[src/rtl/gpu_mem_arbiter_pkg.sv]
// Shared types for the GPU memory arbiter: requester ids, ID FIFO entry type, FSM states.
// Latency: n/a (types and constants only).
// Backpressure: n/a.
package gpu_mem_arbiter_pkg;

    // Number of internal render clients sharing the m1 master.
    localparam int NUM_MEM_REQ = 3;

    // Requester index assignment on the arbiter ports.
    typedef enum logic [1:0] {
        REQ_VOXEL   = 2'd0,
        REQ_PALETTE = 2'd1,
        REQ_PIXEL   = 2'd2
    } mem_req_id_e;

    // Requester id as stored in the outstanding-read FIFO.
    typedef logic [$clog2(NUM_MEM_REQ)-1:0] mem_req_id_t;

    // Arbiter FSM: waiting for a request, or driving m1 for the granted client.
    typedef enum logic {
        ARB_IDLE = 1'b0,
        ARB_XFER = 1'b1
    } arb_state_e;

endpackage

[src/rtl/gpu_id_fifo.sv]
// Synchronous FIFO of requester ids for reads that have been accepted but not yet returned.
// Latency: push visible at head on the next cycle; head is a combinational read of the oldest entry.
// Backpressure: push ignored when full, pop ignored when empty; simultaneous push/pop keeps count.
module gpu_id_fifo
    import gpu_mem_arbiter_pkg::*;
#(
    parameter int DEPTH = 4
) (
    input  logic                   clock,
    input  logic                   reset,
    input  logic                   push,
    input  mem_req_id_t            push_id,
    input  logic                   pop,
    output logic                   full,
    output logic                   empty,
    output mem_req_id_t            head,
    output logic [$clog2(DEPTH):0] count
);

    localparam int AW = $clog2(DEPTH);

    mem_req_id_t       mem_q [DEPTH];
    logic [AW-1:0]     wr_ptr_q, wr_ptr_d;
    logic [AW-1:0]     rd_ptr_q, rd_ptr_d;
    logic [AW:0]       count_q,  count_d;
    logic              do_push;
    logic              do_pop;

    // Qualify push/pop against the current fill level and compute next pointers/count.
    always_comb begin
        do_push  = push && (count_q != (AW+1)'(DEPTH));
        do_pop   = pop  && (count_q != '0);
        wr_ptr_d = wr_ptr_q;
        rd_ptr_d = rd_ptr_q;
        count_d  = count_q;
        if (do_push) begin
            wr_ptr_d = wr_ptr_q + 1'b1;
        end
        if (do_pop) begin
            rd_ptr_d = rd_ptr_q + 1'b1;
        end
        case ({do_push, do_pop})
            2'b10:   count_d = count_q + (AW+1)'(1);
            2'b01:   count_d = count_q - (AW+1)'(1);
            default: count_d = count_q;
        endcase
    end

    // Pointer and occupancy registers; pointers wrap naturally since DEPTH is a power of two.
    always_ff @(posedge clock or posedge reset) begin
        if (reset) begin
            wr_ptr_q <= '0;
            rd_ptr_q <= '0;
            count_q  <= '0;
        end else begin
            wr_ptr_q <= wr_ptr_d;
            rd_ptr_q <= rd_ptr_d;
            count_q  <= count_d;
        end
    end

    // Storage needs no reset: entries are only read once count says they were written.
    always_ff @(posedge clock) begin
        if (do_push) begin
            mem_q[wr_ptr_q] <= push_id;
        end
    end

    assign full  = (count_q == (AW+1)'(DEPTH));
    assign empty = (count_q == '0);
    assign head  = mem_q[rd_ptr_q];
    assign count = count_q;

endmodule

[src/rtl/gpu_mem_arbiter.sv]
// Round-robin share of the byte-wide m1 Avalon-MM master among voxel, palette and pixel clients.
// Latency: 1 cycle arbitration from IDLE, back-to-back re-grant in XFER; read returns routed with 0 cycles.
// Backpressure: grant held through m1_waitrequest; reads stall when MAX_PENDING are outstanding.
// Optional: define GPU_MEM_ARB_ERR_CHECK_EN to enable the sticky err_unexpected_rdv flag.
module gpu_mem_arbiter
    import gpu_mem_arbiter_pkg::*;
#(
    parameter int NUM_REQ     = NUM_MEM_REQ,
    parameter int MAX_PENDING = 4
) (
    input  logic                   clock,
    input  logic                   reset,
    input  logic [NUM_REQ*32-1:0]  req_address,
    input  logic [NUM_REQ-1:0]     req_read,
    input  logic [NUM_REQ-1:0]     req_write,
    input  logic [NUM_REQ*8-1:0]   req_writedata,
    output logic [NUM_REQ-1:0]     req_waitrequest,
    output logic [NUM_REQ*8-1:0]   req_readdata,
    output logic [NUM_REQ-1:0]     req_readdatavalid,
    output logic [31:0]            m1_address,
    output logic [7:0]             m1_writedata,
    output logic                   m1_write,
    output logic                   m1_read,
    input  logic                   m1_waitrequest,
    input  logic [7:0]             m1_readdata,
    input  logic                   m1_readdatavalid,
    output logic                   err_unexpected_rdv
);

    localparam int PEND_W = $clog2(MAX_PENDING) + 1;

    arb_state_e          state_q, state_d;
    mem_req_id_t         grant_q, grant_d;
    mem_req_id_t         last_grant_q, last_grant_d;

    logic [NUM_REQ-1:0]  active;
    logic [NUM_REQ-1:0]  others;
    logic                in_xfer;
    logic                sel_read;
    logic                sel_write;
    logic                wr_eff;
    logic [31:0]         sel_addr;
    logic [7:0]          sel_wdata;
    logic                rd_blocked;
    logic                accept;

    logic                fifo_push;
    logic                fifo_full;
    logic                fifo_empty;
    mem_req_id_t         fifo_head;
    logic [PEND_W-1:0]   pending;

    // First set bit in mask strictly after index 'after', scanning upward with wrap.
    // Scanning NUM_REQ positions means 'after' itself is considered last.
    function automatic mem_req_id_t rr_pick(input mem_req_id_t after,
                                            input logic [NUM_REQ-1:0] mask);
        mem_req_id_t pick;
        logic        found;
        pick  = after;
        found = 1'b0;
        for (int k = 1; k <= NUM_REQ; k++) begin
            int idx;
            idx = (int'(after) + k) % NUM_REQ;
            if (!found && mask[idx]) begin
                pick  = mem_req_id_t'(idx);
                found = 1'b1;
            end
        end
        return pick;
    endfunction

    assign active  = req_read | req_write;
    assign in_xfer = (state_q == ARB_XFER);

    // Mux the granted requester's command onto internal select signals.
    always_comb begin
        sel_read  = 1'b0;
        sel_write = 1'b0;
        sel_addr  = '0;
        sel_wdata = '0;
        others    = active;
        for (int i = 0; i < NUM_REQ; i++) begin
            if (mem_req_id_t'(i) == grant_q) begin
                sel_read  = req_read[i];
                sel_write = req_write[i];
                sel_addr  = req_address[i*32 +: 32];
                sel_wdata = req_writedata[i*8 +: 8];
                others[i] = 1'b0;
            end
        end
    end

`ifdef GPU_MEM_ARB_ERR_CHECK_EN
    // A read+write collision is flagged; the read takes priority and the write is dropped.
    assign wr_eff = sel_write && !sel_read;
`else
    assign wr_eff = sel_write;
`endif

    // Drive m1 from the granted client; a read is held off while the ID FIFO is full.
    always_comb begin
        rd_blocked   = in_xfer && sel_read && (pending == PEND_W'(MAX_PENDING));
        m1_read      = in_xfer && sel_read && !rd_blocked;
        m1_write     = in_xfer && wr_eff;
        m1_address   = in_xfer ? sel_addr  : 32'h0;
        m1_writedata = in_xfer ? sel_wdata : 8'h0;
        accept       = (m1_read || m1_write) && !m1_waitrequest;
    end

    // Only the granted client sees waitrequest low, and only when its command can go this cycle.
    always_comb begin
        req_waitrequest = '1;
        for (int i = 0; i < NUM_REQ; i++) begin
            if (in_xfer && (mem_req_id_t'(i) == grant_q) && !m1_waitrequest && !rd_blocked) begin
                req_waitrequest[i] = 1'b0;
            end
        end
    end

    // Arbitration FSM next state: grant from IDLE, re-grant past the winner on each accept.
    always_comb begin
        state_d      = state_q;
        grant_d      = grant_q;
        last_grant_d = last_grant_q;
        case (state_q)
            ARB_IDLE: begin
                if (|active) begin
                    grant_d = rr_pick(last_grant_q, active);
                    state_d = ARB_XFER;
                end
            end
            ARB_XFER: begin
                if (accept) begin
                    last_grant_d = grant_q;
                    if (|others) begin
                        grant_d = rr_pick(grant_q, others);
                    end else begin
                        state_d = ARB_IDLE;
                    end
                end else if (!(sel_read || sel_write)) begin
                    // Client withdrew an unstalled request; give the master up.
                    state_d = ARB_IDLE;
                end
            end
            default: begin
                state_d = ARB_IDLE;
            end
        endcase
    end

    // FSM and round-robin pointer registers.
    always_ff @(posedge clock or posedge reset) begin
        if (reset) begin
            state_q      <= ARB_IDLE;
            grant_q      <= '0;
            last_grant_q <= mem_req_id_t'(NUM_REQ - 1);
        end else begin
            state_q      <= state_d;
            grant_q      <= grant_d;
            last_grant_q <= last_grant_d;
        end
    end

    assign fifo_push = accept && m1_read && !fifo_full;

    gpu_id_fifo #(
        .DEPTH (MAX_PENDING)
    ) u_id_fifo (
        .clock   (clock),
        .reset   (reset),
        .push    (fifo_push),
        .push_id (grant_q),
        .pop     (m1_readdatavalid),
        .full    (fifo_full),
        .empty   (fifo_empty),
        .head    (fifo_head),
        .count   (pending)
    );

    // Route each returning beat to the oldest outstanding reader; stale beats strobe nobody.
    always_comb begin
        req_readdatavalid = '0;
        for (int i = 0; i < NUM_REQ; i++) begin
            if (m1_readdatavalid && !fifo_empty && (fifo_head == mem_req_id_t'(i))) begin
                req_readdatavalid[i] = 1'b1;
            end
        end
    end

    assign req_readdata = {NUM_REQ{m1_readdata}};

`ifdef GPU_MEM_ARB_ERR_CHECK_EN
    logic err_q, err_d;

    // Sticky protocol error: a return beat with nothing outstanding, or a read+write collision.
    always_comb begin
        err_d = err_q | (m1_readdatavalid && fifo_empty) | (|(req_read & req_write));
    end

    // Error flag register, cleared only by reset.
    always_ff @(posedge clock or posedge reset) begin
        if (reset) begin
            err_q <= 1'b0;
        end else begin
            err_q <= err_d;
        end
    end

    assign err_unexpected_rdv = err_q;
`else
    assign err_unexpected_rdv = 1'b0;
`endif

endmodule

[config.mk]
export PLATFORM = sky130hd
export DESIGN_NAME = gpu_mem_arbiter
export DESIGN_NICKNAME = d
export VERILOG_FILES = /design/src/rtl/gpu_mem_arbiter_pkg.sv /design/src/rtl/gpu_id_fifo.sv /design/src/rtl/gpu_mem_arbiter.sv
export SDC_FILE = /design/constraint.sdc
export NUM_CORES = 1
export LEC_CHECK = 0
export BUFFER_PORTS_ARGS = -buffer_cell sky130_fd_sc_hd__buf_2
export CORE_MARGIN = 3
export CORE_UTILIZATION = 37
export CTS_CLUSTER_SIZE = 20
export DETAILED_ROUTE_END_ITERATION = 12
export HOLD_SLACK_MARGIN = 0.03
export PLACE_DENSITY = 0.8
export SLEW_MARGIN = 15
export SYNTH_ARGS = -nofsm -noshare
export SYNTH_HDL_FRONTEND = slang
export SYNTH_SLANG_ARGS = --single-unit
export TNS_END_PERCENT = 10
[constraint.sdc]
create_clock -name clock -period 3.04 [get_ports clock]
set_clock_uncertainty 0.1 [all_clocks]
set_input_delay 0.912 -clock clock [delete_from_list [all_inputs] [get_ports clock]]
set_output_delay 0.912 -clock clock [all_outputs]
set_load 0.02 [all_outputs]
### Yosys cells after proc, flatten, opt, wreduce, memory -nomap -nowiden

Memory sizes are Yosys's and may differ from the RTL's.
Cells that the tools add are included.

* memory bits (writable): 8
* bits in latches: 0
* bits in registers: 12
* input port bits: 138
* output and inout bits: 73
* memory bits (read-only): 0
* memories kept: 1

* shifts and indexed selects: 0
* divide/modulo/power cells: 6
* multipliers: 0
* order comparisons: 6
* add/subtract/negate cells: 10
* mux-type cells: 73
* equality and inequality tests: 12
* bitwise gates (word level): 2
* reductions and logical operators: 45

Memories
* u_id_fifo.mem_q: words 4, width 2, rd ports 1, clocked after memory_dff 0, wr ports 1, line gpu_id_fifo.sv:22 `mem_req_id_t mem_q [DEPTH];`

Operators with widths (count)
* 32-bit by 4-bit < comparator with 1-bit output (second input constant): 6
* 32-bit by 3-bit remainder unit with 32-bit output (second input constant): 6
* 32-bit two-way mux: 4
* 1-bit two-way mux: 47
* 8-bit two-way mux: 4
* 1-bit logical AND: 26
* 2-bit two-way mux: 9
* 2-bit by 2-bit adder with 3-bit output (second input constant): 4
* 1-bit binary-select mux with 2-bit select: 6
* 1-bit logical NOT: 8
* 2-bit by 1-bit adder with 3-bit output (second input constant): 2
* 3-bit one-hot mux with 2 select lines: 1
* 3-bit OR reduction: 2
* 2-bit by 1-bit adder with 2-bit output (second input constant): 2
* 2-bit by 1-bit equality test with 1-bit output (second input constant): 2
* 2-bit equality test (second input constant): 2
* 2-bit logical NOT: 2
* 2-bit by 1-bit != test with 1-bit output (second input constant): 2
* 4-bit by 1-bit != test with 1-bit output (second input constant): 1
* 2-bit one-hot mux with 2 select lines: 1
* 4-bit AND reduction: 1
* 3-bit by 1-bit adder with 3-bit output (second input constant): 1
* 3-bit equality test (second input constant): 1
* 3-bit logical NOT: 1
* 12 further kinds: 13

### Longest topological paths before layout

Gate-level depths: netlist of run 1.

* word-level depth: 24
* mapped depth: 13

### Modules after synthesis

From an unflattened synthesis of run 1, not the netlist that was laid out.

* cell total of the unflattened synthesis: 335
* area total of the unflattened synthesis: 2615.0 um2

Modules (own cells, without submodules)
* gpu_mem_arbiter: sequential area each 126.4 um2, instances 1, cells an instance 287, area each 1885.6 um2
* gpu_id_fifo: sequential area each 415.4 um2, instances 1, cells an instance 48, area each 729.4 um2

### Least setup slack after synthesis of run 1

No wires, ideal clock.

* path kind: register -> output
* start point: reg grant_q[1]
* end point: out m1_writedata[7]
* data required time: 2.028 ns
* stages on the path, launching flop included: 10
* arrival: 1.848 ns
* slack: 0.180 ns
* path through: dfrtp_1 > inv_1 > ha_1 > buf_4 > nor2b_1 > clkbuf_1 > a22oi_1 > nor2_1 > a21oi_1 > nor2_1

* longest elaborated chain between the ends: 5

Ends and longest elaborated chain
* from (decl): line gpu_mem_arbiter.sv:33 `mem_req_id_t grant_q, grant_d;`
* from (signal assigned): line gpu_mem_arbiter.sv:159 `grant_q <= grant_d;`
* 2-bit logical NOT: line gpu_mem_arbiter.sv:83 `if (mem_req_id_t'(i) == grant_q) begin`
* 8-bit two-way mux (2 in a row): line gpu_mem_arbiter.sv:83
* 8-bit two-way mux *: line gpu_mem_arbiter.sv:83
* 8-bit two-way mux *: line gpu_mem_arbiter.sv:106 `m1_writedata = in_xfer ? sel_wdata : 8'h0;`
* to (decl): line gpu_mem_arbiter.sv:21 `output logic [7:0] m1_writedata,`

Mark *: on every way between the ends. The rest lies on a longest branch, timed or not.

### Worst setup path in the final report of run 1

* start point: reg grant_q[0]
* end point: out m1_address[18]

* longest elaborated chain between the ends: 5

Ends and longest elaborated chain
* 2-bit logical NOT: line gpu_mem_arbiter.sv:83
* 32-bit two-way mux (2 in a row): line gpu_mem_arbiter.sv:83
* 32-bit two-way mux *: line gpu_mem_arbiter.sv:83
* 32-bit two-way mux *: line gpu_mem_arbiter.sv:105 `m1_address = in_xfer ? sel_addr : 32'h0;`
* to (decl): line gpu_mem_arbiter.sv:20 `output logic [31:0] m1_address,`

Marks and branches as above.

==> impl_metrics.tcl, run 1 <==
set metrics [dict create \
    outcome "finished clean" \
    crit_required_ns 2.03 \
    ratio_of_cells_with_drive_above_1_in_the_final_layout 0.455 \
    cts-hold-fix-buffers 0 \
    drt_first_iter_violations 229 \
    place_congestion 0.893 \
    power.density_cell_area_nw_per_um2 1180 \
    cts-root-buf "clkbuf_8" \
    timing.critical_path.to_type "output pin" \
    worst_case_register_to_register_setup_slack_ns 0.23 \
    footprint_of_the_multi_input_gates_um2 1790 \
    timing.reg2reg.worst_path_depth 13 \
    netlist_top_cells_area "nor2_1 (13%), a22oi_1 (12%), dfrtp_1 (11%), a21oi_1 (9.8%), edfxtp_1 (9.2%)" \
    power_frac_comb 0.826 \
    max_freq_mhz 334 \
    layout.nets 668 \
    route.final.wire_length_um 10100 \
    hold_class "flop to flop" \
    synth_cell_type_count 56 \
    timing_max_transition_violations_final 0 \
    ir_drop_worst_vdd_mv 0.436 \
    num_cts_buffers 3 \
    timing.hold.worst_endpoint "u_id_fifo.count[2]$_DFFE_PP0P_" \
    syn_nets 515 \
    track_usage 0.220 \
    layout.cells.non_filler 609 \
    clockPowerShare 0.059 \
    drt_pass_1_iters 5 \
    placement.io_buffers 177 \
    clock_sink_count 20 \
    drv_cap 0 \
    clk_pin_slew_worst_paths_ns 0.07 \
    critical_path_arrival_ns 1.98 \
    crit_path_start_kind "flop" \
    setup_viol 0 \
    synth.largest_area_cell "nor2_1" \
    worst_hold_slack_ns 0.416 \
    worstReg2RegEnd "u_id_fifo.count[2]$_DFFE_PP0P_" \
    detail-route-antenna-nets 0 \
    met2RoutedLength_um 4980 \
    std_cell_rows 29 \
    p_int_mw 2.07 \
    vias 3275 \
    ys_seq_elements 20 \
    min_period_over_period 0.985 \
    postSynth.asyncResetShare 0.600 \
    ioPinCount 211 \
    vias_per_cell 5.38 \
    clock_insertion_delay_worst_skew_ns 0.26 \
    hp-start "u_id_fifo.count[2]$_DFFE_PP0P_" \
    maximum_number_of_pins_on_one_net_before_global_route_repair 44 \
    cells_on_worst_hold_path 1 \
    synth_sequential_area_ratio 0.208 \
    place_inst 597 \
    wl_met3_um 849 \
    rsz0062_at_grt "yes" \
    dp_hpwl_um 7460 \
    drcViolationCount 0 \
    worst_path_most_repeated_cell "nor2_1" \
    synthDominantCellAreaShare 0.127 \
    grt_antenna_before_repair 1 \
    floorplan.die_area_um2 8060 \
    grt_pass1_wl_um 14900 \
    total_leakage_power_nw 1.86 \
    tightestPinTransition_ns 0.715 \
    synth_warnings 0 \
    postLayoutSetupSlackWorst_ns 0.0445 \
    slowest_stage "dfrtp_2" \
    routed_wire_length_per_instance_um 16.6 \
    critical_path_class "flop to output pin" \
    ctsHtreeMaxLevel 1 \
    m1WireLength_um 4150 \
    net_sw_power_mw 2.33 \
    synth_edf_count 8 \
    power_switching_share 0.530 \
    core_um2 6570 \
    cts_tree "done" \
    initial_core_util 0.396 \
    fin_crit_ns 3.00 \
    dpl_worst_slack_ns 0.0930 \
    clock_path_buffers 2 \
    dieHeight_um 89.8 \
    power_frac_seq 0.114 \
    layout.filler_cells 608 \
    synthToLayoutAreaGrowth_pct 43.8 \
    synthesis.area_um2 2600 \
    antenna-diode-count 0 \
    post_synth_inst_count 364 \
    postSynthAreaPerCell_um2 7.14 \
    worst_slew_slack_as_a_fraction_of_its_limit 0.519 \
    final-hold-violation-count 0 \
    path_delay_family "buffers and inverters" \
    totalNegativeSetupSlack_ns 0 \
    grt_overflow 0 \
    crit_path_cell_trace "inv_4, ha_4, nor2b_4, buf_12, clkbuf_16, a22oi_2, nor2_1, a21oi_1, nor2_1, buf_4" \
    crit_fanout 6 \
    synth_ff_type "dfrtp_1" \
    regArea_um2 543 \
    grt_pass1_vias 2886 \
    chipWidth_um 89.8 \
    critical_path_buf_inv_count 4 \
    top_layer_used "met5" \
    regToRegStartpoint "grant_q[0]$_DFFE_PP0P_" \
    timing.critical_path.slowest_cell_delay_ns 0.45 \
]
==> through the flow <==
| stage | utilization | total power [mW] | cell area [µm²] |
|---|---|---|---|
| after CTS | 0.535 | 3.95 | 3510 |
| after global routing | 0.569 | 4.75 | 3740 |
| after detailed placement | 0.524 | 3.67 | 3440 |
| after floorplan | - | 2.75 | 2600 |
| after global placement | 0.524 | 3.60 | 3440 |
| final | 0.569 | 4.40 | 3740 |
==> final cells by class <==
class	count	area share
Clock inverter	1	0.00803
Timing Repair Buffer	198	0.310
Clock buffer	3	0.0110
Inverter	15	0.0157
Tap cell	93	0.0311
Sequential cell	20	0.145
Multi-Input combinational cell	279	0.479
==> cells in the final DEF, fill, tap and decap left out, types with 5 or more instances in the layout <==
cell type	instances
buf_4	16
a22oi_1	38
inv_1	11
a21oi_1	46
o21ai_0	9
dfrtp_1	10
a21oi_2	5
nor2_1	88
edfxtp_1	8
ha_1	9
buf_2	172
nand2_1	11
==> Yosys cell counts, drive strengths merged, types with 8 or more instances <==
library cell,count
nor2,89
dfrtp,11
edfxtp,8
ha,12
a21oi,51
buf,28
clkbuf,22
a22oi,42
o21ai,11
nand2,11
inv,15
==> per-layer routing <==
layer / vias up / global-route usage
met3: 16 / 0.0451
met1: 1477 / 0.279
li1: 1577 / -
met5: - / 0
met4: 2 / 0.0192
met2: 203 / 0.398
==> worst max-delay path by stage <==
stage / from / end / slack, ns / depth (start not counted)
3_3_place_gp: req_read[1] / req_waitrequest[1] / 0.17 / 7
3_5_place_dp: req_read[1] / u_id_fifo.count[2]$_DFFE_PP0P_ / 0.09 / 11
5_1_grt: grant_q[0]$_DFFE_PP0P_ / m1_address[18] / -0.03 / 10
6_report: grant_q[0]$_DFFE_PP0P_ / m1_address[18] / 0.04 / 10
2_1_floorplan: grant_q[1]$_DFFE_PP0P_ / m1_writedata[7] / 0.18 / 9
4_1_cts: grant_q[0]$_DFFE_PP0P_ / m1_address[18] / 0.007 / 9
==> timing repair <==
item	4_1_cts	5_1_grt
gates resized for setup	0	24
buffers inserted	0	4
setup endpoints to repair	0	25
==> registers in the layout, indices dropped and copies added, names as in the netlist <==
register / cells
u_id_fifo.count: 3
u_id_fifo.wr_ptr_q: 2
grant_q: 2
u_id_fifo.mem_q: 8
in_xfer: 1
last_grant_q: 2
u_id_fifo.rd_ptr_q: 2
==> logic make-up after synthesis <==
| kind of cell | after synthesis | share of synthesized area |
|---|---|---|
| fa+ha+maj | 14 | 0.0693 |
| other cells | 1 | 0.00144 |
| simple gates | 125 | 0.211 |
| compound gates | 129 | 0.330 |
| mux | 4 | 0.0250 |
| xor+xnor | 6 | 0.0202 |
| buf+inv | 65 | 0.135 |
| flops | 20 | 0.208 |
==> power groups by stage <==
stage,logic (mW),clock network (mW),registers (mW)
floorplan,2.27,0,0.482
global placement,3.11,0,0.492
detailed placement,3.17,0,0.498
CTS,3.19,0.266,0.494
global route,3.96,0.272,0.518
finish,3.64,0.261,0.503
(Power assumes the default switching activity.)
==> run 2: changes to the inputs <==
==> constraint.sdc (replaced) <==
create_clock -name clock -period 3.2 [get_ports clock]
set_clock_uncertainty 0.1 [all_clocks]
set_input_delay 0.96 -clock clock [delete_from_list [all_inputs] [get_ports clock]]
set_output_delay 0.96 -clock clock [all_outputs]
set_load 0.02 [all_outputs]
==> impl_metrics.tcl, run 2 (synthesis results as in run 1) <==
set metrics [dict create \
    outcome "finished clean" \
    place_inst 595 \
    max_flop_register "u_id_fifo.mem_q" \
    dieHeight_um 89.8 \
    routed_wire_length_per_instance_um 16.3 \
    maximum_number_of_pins_on_one_net_before_global_route_repair 48 \
    rsz0062_at_grt "yes" \
    timing.critical_path.slowest_cell_delay_ns 0.46 \
    timing_max_transition_violations_final 0 \
    clk_pin_slew_worst_paths_ns 0.08 \
    post-cts-setup-buffer-count 0 \
    fin_crit_ns 3.17 \
    worst_hold_slack_ns 0.395 \
    timing.critical_path.to_type "output pin" \
    worst_slew_slack_as_a_fraction_of_its_limit 0.531 \
    ioPinCount 211 \
    final-hold-violation-count 0 \
    layout_commonest_cell "buf_2" \
    power.density_cell_area_nw_per_um2 1080 \
    grt_antenna_before_repair 2 \
    vias 3213 \
    crit_path_start_kind "flop" \
    totalNegativeSetupSlack_ns 0 \
    core_um2 6570 \
    path_delay_family "buffers and inverters" \
    grt_pass1_wl_um 15100 \
    drt_first_iter_violations 233 \
    drv_cap 0 \
    crit_fanout 23 \
    final_cell_mix "buf_2 (176), nor2_1 (88), a21oi_1 (51), a22oi_1 (42), inv_1 (13)" \
    track_usage 0.223 \
    critical_path_arrival_ns 2.11 \
    placement.io_buffers 177 \
    worst_path_most_repeated_cell "a21oi_1" \
    floorplan.die_area_um2 8060 \
    clock_path_buffers 2 \
    std_cell_rows 29 \
    critical_path_class "flop to output pin" \
    place_congestion 0.914 \
    largest_register_ffs 8 \
    grt_overflow 0 \
    drcViolationCount 0 \
    num_cts_buffers 3 \
    power.total_mw 3.82 \
    setup_viol 0 \
    drt_pass_1_iters 5 \
    grt_pass1_vias 3035 \
    synthToLayoutAreaGrowth_pct 35.6 \
    initial_core_util 0.396 \
    detail-route-antenna-nets 0 \
    layout.nets 658 \
    ir_drop_worst_vdd_mv 0.423 \
    clock_sink_count 20 \
    cts-hold-fix-buffers 0 \
    min_period_over_period 0.990 \
    tightestPinTransition_ns 0.698 \
    chipWidth_um 89.8 \
    max_freq_mhz 316 \
    ctsHtreeMaxLevel 1 \
    cts-root-buf "clkbuf_8" \
    hold_class "flop to flop" \
    antenna-diode-count 0 \
    dp_hpwl_um 7770 \
    vias_per_cell 5.36 \
    crit_path_cell_trace "inv_1, ha_2, buf_4, a21oi_1, a21oi_1, and2_1, buf_2" \
    cts_tree "done" \
    ratio_of_cells_with_drive_above_1_in_the_final_layout 0.423 \
    crit_required_ns 2.14 \
    critical_path_buf_inv_count 3 \
    route.final.wire_length_um 9750 \
    total_leakage_power_nw 1.78 \
    finalCoreUtilization 0.537 \
    layout.cells.non_filler 599 \
    slowest_stage "dfrtp_2" \
    layout.filler_cells 634 \
    clock_insertion_delay_worst_skew_ns 0.26 \
]
run 2: cell count changes in the layout (fill, tap and decap cells not counted), moves of 4 or more:
cell,previous run,this run
a22oi_1,38,42
a21oi_1,46,51
a21oi_2,5,0
a22oi_2,4,0
buf_4,16,9
buf_2,172,176
run 2: per-stage QoR:
step           worst slack (ns)  cell area (µm²)
4_1_cts                  0.0164             3500
6_report                 0.0318             3520
3_5_place_dp              0.177             3430
2_1_floorplan             0.292             2600
5_1_grt                 -0.0488             3520
3_3_place_gp              0.214             3430
run 2: cell type report:
cell class,instances,area [µm²],area share
timing repair buffer,188,1000,0.285
inverter,15,56.3,0.0160
tap,93,116,0.0330
clock buffer,3,41.3,0.0117
sequential,20,543,0.154
clock inverter,1,30.0,0.00852
multi-input combinational,279,1730,0.492
run 2: path summary, 6_finish.rpt:
check,slack (ns),startpoint,depth (start not counted),endpoint
max in group asynchronous,2.04,reset,2,grant_q[1]$_DFFE_PP0P_
setup / recovery,0.03,grant_q[1]$_DFFE_PP0P_,7,m1_write
min in group asynchronous,0.61,reset,2,u_id_fifo.count[1]$_DFFE_PP0P_
hold / removal,0.40,u_id_fifo.count[2]$_DFFE_PP0P_,1,u_id_fifo.count[2]$_DFFE_PP0P_
hold reg to reg,0.40,u_id_fifo.count[2]$_DFFE_PP0P_,1,u_id_fifo.count[2]$_DFFE_PP0P_
setup reg to reg,0.30,grant_q[1]$_DFFE_PP0P_,10,u_id_fifo.count[1]$_DFFE_PP0P_
run 2: report_power, final:
part	internal (mW)	switching (mW)
combinational	1.18	1.91
sequential	0.380	0.101
clock	0.167	0.0850
total	1.73	2.09
run 2: timing repair:
action / 4_1_cts / 5_1_grt
setup endpoints to repair: 15 / 32
gates cloned: 0 / 0
resized for setup: 1 / 6
run 2: metal layers:
metal	track usage	part of all wire	routed length, µm
met5	0	0.0027	26
met1	0.260	0.39	3780
met4	0.0575	0.019	182
met3	0.0584	0.093	908
met2	0.405	0.50	4860
==> run 3: changes to the inputs <==
--- a/config.mk
+++ b/config.mk
@@ -11,7 +11,7 @@
 export CTS_CLUSTER_SIZE = 20
 export DETAILED_ROUTE_END_ITERATION = 12
 export HOLD_SLACK_MARGIN = 0.03
-export PLACE_DENSITY = 0.8
+export PLACE_DENSITY_LB_ADDON = 0.25
 export SLEW_MARGIN = 15
 export SYNTH_ARGS = -nofsm -noshare
 export SYNTH_HDL_FRONTEND = slang
==> impl_metrics.tcl, run 3 (synthesis results as in run 1) <==
set metrics [dict create \
    routed_wire_length_per_instance_um 17.6 \
    power.density_cell_area_nw_per_um2 1070 \
    crit_required_ns 2.14 \
    clock_path_buffers 2 \
    postLayoutSetupSlackWorst_ns 0.136 \
    critical_path_class "flop to output pin" \
    total_leakage_power_nw 1.78 \
    std_cell_rows 29 \
    grt_overflow 0 \
    route.final.wire_length_um 10500 \
    clk_pin_slew_worst_paths_ns 0.08 \
    ratio_of_cells_with_drive_above_1_in_the_final_layout 0.426 \
    worst_slew_slack_as_a_fraction_of_its_limit 0.529 \
    power.total_mw 3.79 \
    placement.io_buffers 177 \
    grt_pass1_wl_um 15900 \
    clock_sink_count 20 \
    tightestPinTransition_ns 0.700 \
    timing.critical_path.from "grant_q[0]$_DFFE_PP0P_" \
    crit_fanout 16 \
    vias_per_cell 5.34 \
    maximum_number_of_pins_on_one_net_before_global_route_repair 56 \
    drt_first_iter_violations 239 \
    outcome "finished clean" \
    ioPinCount 211 \
    regArea_um2 543 \
    drt_pass_1_iters 5 \
    floorplan.die_area_um2 8060 \
    layout_commonest_cell "buf_2" \
    drcViolationCount 0 \
    ctsHtreeMaxLevel 1 \
    dieHeight_um 89.8 \
    grt_pass1_vias 2882 \
    min_period_over_period 0.958 \
    detail-route-antenna-nets 0 \
    finalCoreUtilization 0.537 \
    drv_cap 0 \
    fin_crit_ns 3.06 \
    crit_path_start_kind "flop" \
    dpl_worst_slack_ns 0.139 \
    grt_antenna_before_repair 0 \
    totalNegativeSetupSlack_ns 0 \
    layout.filler_cells 662 \
    antenna-diode-count 0 \
    core_um2 6570 \
    layout.nets 659 \
    cts_tree "done" \
    dp_hpwl_um 8680 \
    max_flop_register "u_id_fifo.mem_q" \
    max_freq_mhz 326 \
    place_congestion 0.899 \
    largest_register_ffs 8 \
    synthToLayoutAreaGrowth_pct 35.7 \
    cts-root-buf "clkbuf_8" \
    hold_class "flop to flop" \
    final_cell_mix "buf_2 (177), nor2_1 (88), a21oi_1 (51), a22oi_1 (42)" \
    num_cts_buffers 3 \
    footprint_of_the_multi_input_gates_um2 1740 \
    vias 3204 \
    timing_max_transition_violations_final 0 \
    hp-start "u_id_fifo.count[2]$_DFFE_PP0P_" \
    initial_core_util 0.396 \
    cts-hold-fix-buffers 0 \
    critical_path_arrival_ns 2.00 \
    chipWidth_um 89.8 \
    track_usage 0.247 \
    regToRegStartpoint "grant_q[0]$_DFFE_PP0P_" \
    timing.critical_path.to_type "output pin" \
    worst_hold_slack_ns 0.400 \
    clock_insertion_delay_worst_skew_ns 0.26 \
    ir_drop_worst_vdd_mv 0.437 \
    setup_viol 0 \
    final-hold-violation-count 0 \
]
run 3: layout make-up:
| class | instances | area share |
|---|---|---|
| inverters | 15 | 0.0160 |
| well taps | 93 | 0.0330 |
| flip-flops and latches | 20 | 0.154 |
| repair buffers | 189 | 0.287 |
| clock buffers | 4 | 0.0156 |
| multi-input cells | 279 | 0.494 |
run 3: where the power goes:
group          leakage (nW)  internal [mW]  switching [mW]
registers             0.213          0.380          0.0946
logic                  1.53           1.20            1.92
clock network        0.0288          0.110          0.0853
run 3: stage by stage:
stage	instance area, µm²	cells
final	3530	600
after global routing	3530	600
after CTS	3490	598
after detailed placement	3430	594
after global placement	3430	594
after floorplan	2600	364
run 3: final timing paths:
check | end | cells after the start | slack, ns
min in group asynchronous | in_xfer$_DFF_PP0_ | 2 | 0.63
setup / recovery | m1_address[3] | 8 | 0.14
max in group asynchronous | grant_q[0]$_DFFE_PP0P_ | 2 | 1.99
hold reg to reg | u_id_fifo.count[2]$_DFFE_PP0P_ | 1 | 0.40
setup reg to reg | u_id_fifo.count[2]$_DFFE_PP0P_ | 13 | 0.44
hold / removal | u_id_fifo.count[2]$_DFFE_PP0P_ | 1 | 0.40
run 3: repair_timing:
item / 4_1_cts / 5_1_grt
resized for setup: 1 / 5
endpoints found under the setup margin: 4 / 42
setup buffers: 0 / 2
run 3: critical path, cell delays in order, from the launching register on:
cell     delay [ns]
dfrtp_2        0.44
buf_4          0.15
ha_4           0.21
buf_4          0.21
a22oi_1        0.17
nor2_1         0.06
a21oi_1        0.24
nor2_1         0.08
buf_2          0.18
run 3: per-layer routing:
metal  share of wire  GRT usage  vias to the layer above  wire [µm]
met2            0.45      0.373                      176       4710
met1            0.43      0.343                     1454       4500
met3           0.093     0.0501                       18        975
li1                -          -                     1556          -
met4           0.034      0.101                        0        355
met5               0          0                        -          0
